### src/rtl/register_pkg.sv
// Shared constants for the register-file leaf cell and its bus bundle.
package register_pkg;
  localparam int DEFAULT_W = 8;
endpackage

### src/rtl/register.sv
// Edge-triggered w-bit storage cell, async active-high clear to RESET_VALUE.
// Latency: out follows in one clock-to-q after the rising edge; no backpressure, every edge writes.
module register
  import register_pkg::*;
#(
  parameter int           w           = DEFAULT_W,
  parameter logic [w-1:0] RESET_VALUE = '0
) (
  output logic [w-1:0] out,
  input  logic [w-1:0] in,
  input  logic         clock,
  input  logic         reset
);

  // clock is the register file's per-register write strobe, so there is no enable here.
  always_ff @(posedge clock or posedge reset) begin
    if (reset) out <= RESET_VALUE;
    else       out <= in;
  end

endmodule

### config.mk
export PLATFORM = sky130hd
export DESIGN_NAME = register
export DESIGN_NICKNAME = d
export VERILOG_FILES = /design/src/rtl/register_pkg.sv /design/src/rtl/register.sv
export SDC_FILE = /design/constraint.sdc
export NUM_CORES = 1
export LEC_CHECK = 0
export CORE_AREA = 4 4 41 43
export DETAILED_ROUTE_END_ITERATION = 10
export DIE_AREA = 0 0 45 47
export SLEW_MARGIN = 20
export SYNTH_ARGS = -nofsm -noshare
export SYNTH_HDL_FRONTEND = slang
export SYNTH_SLANG_ARGS = --single-unit
### constraint.sdc
create_clock -name clock -period 0.8 [get_ports clock]
set_input_delay 0.08 -clock clock [delete_from_list [all_inputs] [get_ports clock]]
set_output_delay 0.08 -clock clock [all_outputs]
set_load 0.03 [all_outputs]
* Word level (Yosys, flattened, before mapping)
Cells that the tools add are included.
** Storage, ports and cells
- Bits in registers :: 8
- Input port bits :: 10
- Output and inout bits :: 8

* Logic depth before layout (Yosys ltp)
Gate-level depths: netlist of the first run.
- Depth after elaboration :: 0
- Depth in mapped cells :: 1

* Worst setup path before layout of the first run
No wires, ideal clock.
- Kind :: register -> output
- Start point :: register out[0]
- End point :: output port out[0]
- Arrival :: 467 ps
- Setup slack :: 253 ps
- Stages on the path, launching flop included :: 1
- Cell sequence :: dfrtp_1
** RTL lines
- from (decl) :: RTL line register.sv:9 : output logic [w-1:0] out,
- from (signal assigned) :: RTL line register.sv:18 : else out <= in;
No word-level cell between the ends.

* Worst setup path in the final report of the first run
- Start point :: register out[0]
- End point :: output port out[0]
No word-level cell between the ends.

==> results.yml, run 1 <==
layout:
  layout.cells.most_common: "clkdlybuf4s50_1"
  syn_to_final_growth_pct: 109
  final_util_pct: 32.7
  reg_top3: "out: 8 flops"
  multi_input_area_um2: 0
  fin_cells: 44
  drive_gt1_share_pct: 37.9
  nMultiInputCombCells: 0
  fin_nets: 41
  final_area_um2: 425
  largest_reg_flops: 8
  layout_common_cells: "clkdlybuf4s50_1, dfrtp_1, buf_6, clkbuf_4, inv_1"
  fill_cells: 139
  regMostFlops: "out"
  antenna_cells: 0
floorplanning:
  die_h_um: 47
  core_um2: 1300
  start_util_pct: 15.7
  die_area_um2: 2120
  die_x_um: 45
  io_pins: 18
  row_count: 13
setup_path:
  worst_ep_arrival_time_ns: 0.76
  critPathTopFamily: "flip-flops"
  startpoint_type: "register"
  endpoint_kind: "output pin"
  path_max_fanout: 1
  cp_slowest_cell: "dfrtp_1"
  path_buf_inv: 1
  crit_required_ns: 0.72
  critPathKind: "register to output pin"
  critical_path.max_stage_delay_ns: 0.37
  worstPathCellList: "buf_6"
global_routing:
  grtUsageTotal_pct: 5.92
  grt_pass1_vias: 150
  grt_pass1_wl_um: 690
  grt_antenna_before_repair: 0
  gr-total-overflow: 0
  grt_max_degree: 9
placed_design:
  gp_congestion: 0.699
  dpl.cell_count: 41
  io_buffers: 17
  placed_area_um2: 373
route:
  drc_errors: 0
  num_vias: 147
  drt-wirelength-per-cell_um: 10.4
  first_pass_iters: 1
  routed_wirelength_um: 459
  ant_nets: 0
  drt-initial-drc-count: 0
  vias_per_cell: 3.34
synthesis:
  netlist.area_leader.share_pct: 98.2
  yosysSeqAreaShare_pct: 98.2
  synth_cells: 9
  ys_ff_latch: 8
  syn_area_um2: 204
  ys_types: 2
  syn_area_per_cell_um2: 22.7
  yosysTopAreaCell: "dfrtp_1"
  syn_nets: 19
  synth.area.top_cells: "dfrtp_1, inv_1"
  yosysWarnings: 0
sta:
  finalHoldViolations: 0
  min_period_ns: 0.836
  slew_viol_final: 0
  rsz0062_at_grt: "yes"
  finalCritPeriodShare_pct: 104
  fin_ws_ns: -0.0359
  holdWs_ns: 0.0665
  worst_pin_slew_ns: 0.262
  slew_headroom_pct: 82.5
  clock.fmax_mhz: 1200
  setup_viol: 8
clock_tree:
  post_cts_buffers: 0
  cts_max_level: 1
  clkSinkCount: 8
  tritoncts: "done"
  cts_max_path_buffers: 2
  hold_buffers: 0
  clockRootBuffer: "clkbuf_4"
  cts_buffers: 3
  clkSlewWorstSetupHoldPaths_ns: 0.05
power:
  ir_worst_vdd_mv: 0.498
  power_density_nw_per_um2: 2020
  p_int_uw: 673
  p_clk_share_pct: 32.9
  combPwrFrac_pct: 16.2
  power.total_uw: 858
  leakage_nw: 0.196
  switching_share_pct: 21.5
  p_switching_uw: 185
  p_seq_share_pct: 50.9
worst_hold_path:
  holdCritPathClass: "primary input to async pin"
status:
  violations: "negative setup slack"
  status: "finished, violations left"
flow_run:
  max_cap_viol_count: 0
per-layer routing:
| metal | vias to the layer above | wire length, um | GRT usage, % |
|---|---|---|---|
| li1 | 66 | - | - |
| met1 | 57 | 185 | 5.42 |
| met2 | 20 | 119 | 5.37 |
| met3 | 4 | 114 | 4.21 |
| met4 | 0 | 40 | 12.3 |
| met5 | - | 0 | 0 |
cell families (layout without fill, tap and decap cells):
| group | count (synthesis) | after routing | synth area share, % |
|---|---|---|---|
| DFF | 8 | 8 | 98.2 |
| buffers and inverters | 1 | 21 | 1.84 |
cell usage after synthesis (all sizes together):
cell   instances
dfrtp          8
inv            1
layout make-up:
cell class,instances,area [um2],area share (%)
Inverter,1,3.75,0.882
Timing Repair Buffer,17,180,42.4
Tap cell,15,18.8,4.41
Sequential cell,8,200,47.1
Clock buffer,3,22.5,5.29
path summary, 6_finish.rpt:
| kind | depth (start not counted) | end | from | slack [ns] |
|---|---|---|---|---|
| hold / removal | 2 | out[6] | reset | 0.07 |
| min in group clock | 1 | out[6] | in[6] | 0.27 |
| max in group asynchronous | 2 | out[0] | reset | 0.53 |
| setup / recovery | 1 | out[0] | out[0] | -0.04 |
through the flow:
stage	setup TNS (ns)	setup slack, ns
6_report	-0.249	-0.0359
5_1_grt	-0.478	-0.0735
4_1_cts	-0.342	-0.0488
3_5_place_dp	0	0.182
3_3_place_gp	0	0.192
2_1_floorplan	0	0.253
power by group through the flow:
| stage | clock (mW) | sequential, mW | combinational [mW] |
|---|---|---|---|
| 5_1_grt | 0.313 | 0.438 | 0.147 |
| 2_1_floorplan | 0 | 0.481 | 0.00631 |
| 3_3_place_gp | 0 | 0.439 | 0.128 |
| 3_5_place_dp | 0 | 0.439 | 0.129 |
| 6_report | 0.282 | 0.437 | 0.139 |
| 4_1_cts | 0.297 | 0.437 | 0.142 |
what timing repair did:
item,CTS,global route
endpoints found under the setup margin,8,8
endpoints found under the hold margin,0,0
resized for setup,8,0
No activity file was read; power rests on OpenSTA's default activity.
==> run 2: changes to the inputs <==
- clock period: 0.8 -> 0.85 ns (I/O delays scaled with it)
==> results of run 2 <==
Same layout as run 1 (identical final DEF). Status: finished clean.
Among the figures that moved: setup slack after placement 0.182 ns -> 0.227 ns; setup slack after layout -0.0359 ns -> 0.00906 ns; setup TNS -0.249 ns -> 0 ns; hold slack 0.0665 ns -> 0.0715 ns; number of setup violations in the final report 8 -> 0; total power 0.858 mW -> 0.807 mW; worst IR drop on VDD 0.498 mV -> 0.468 mV
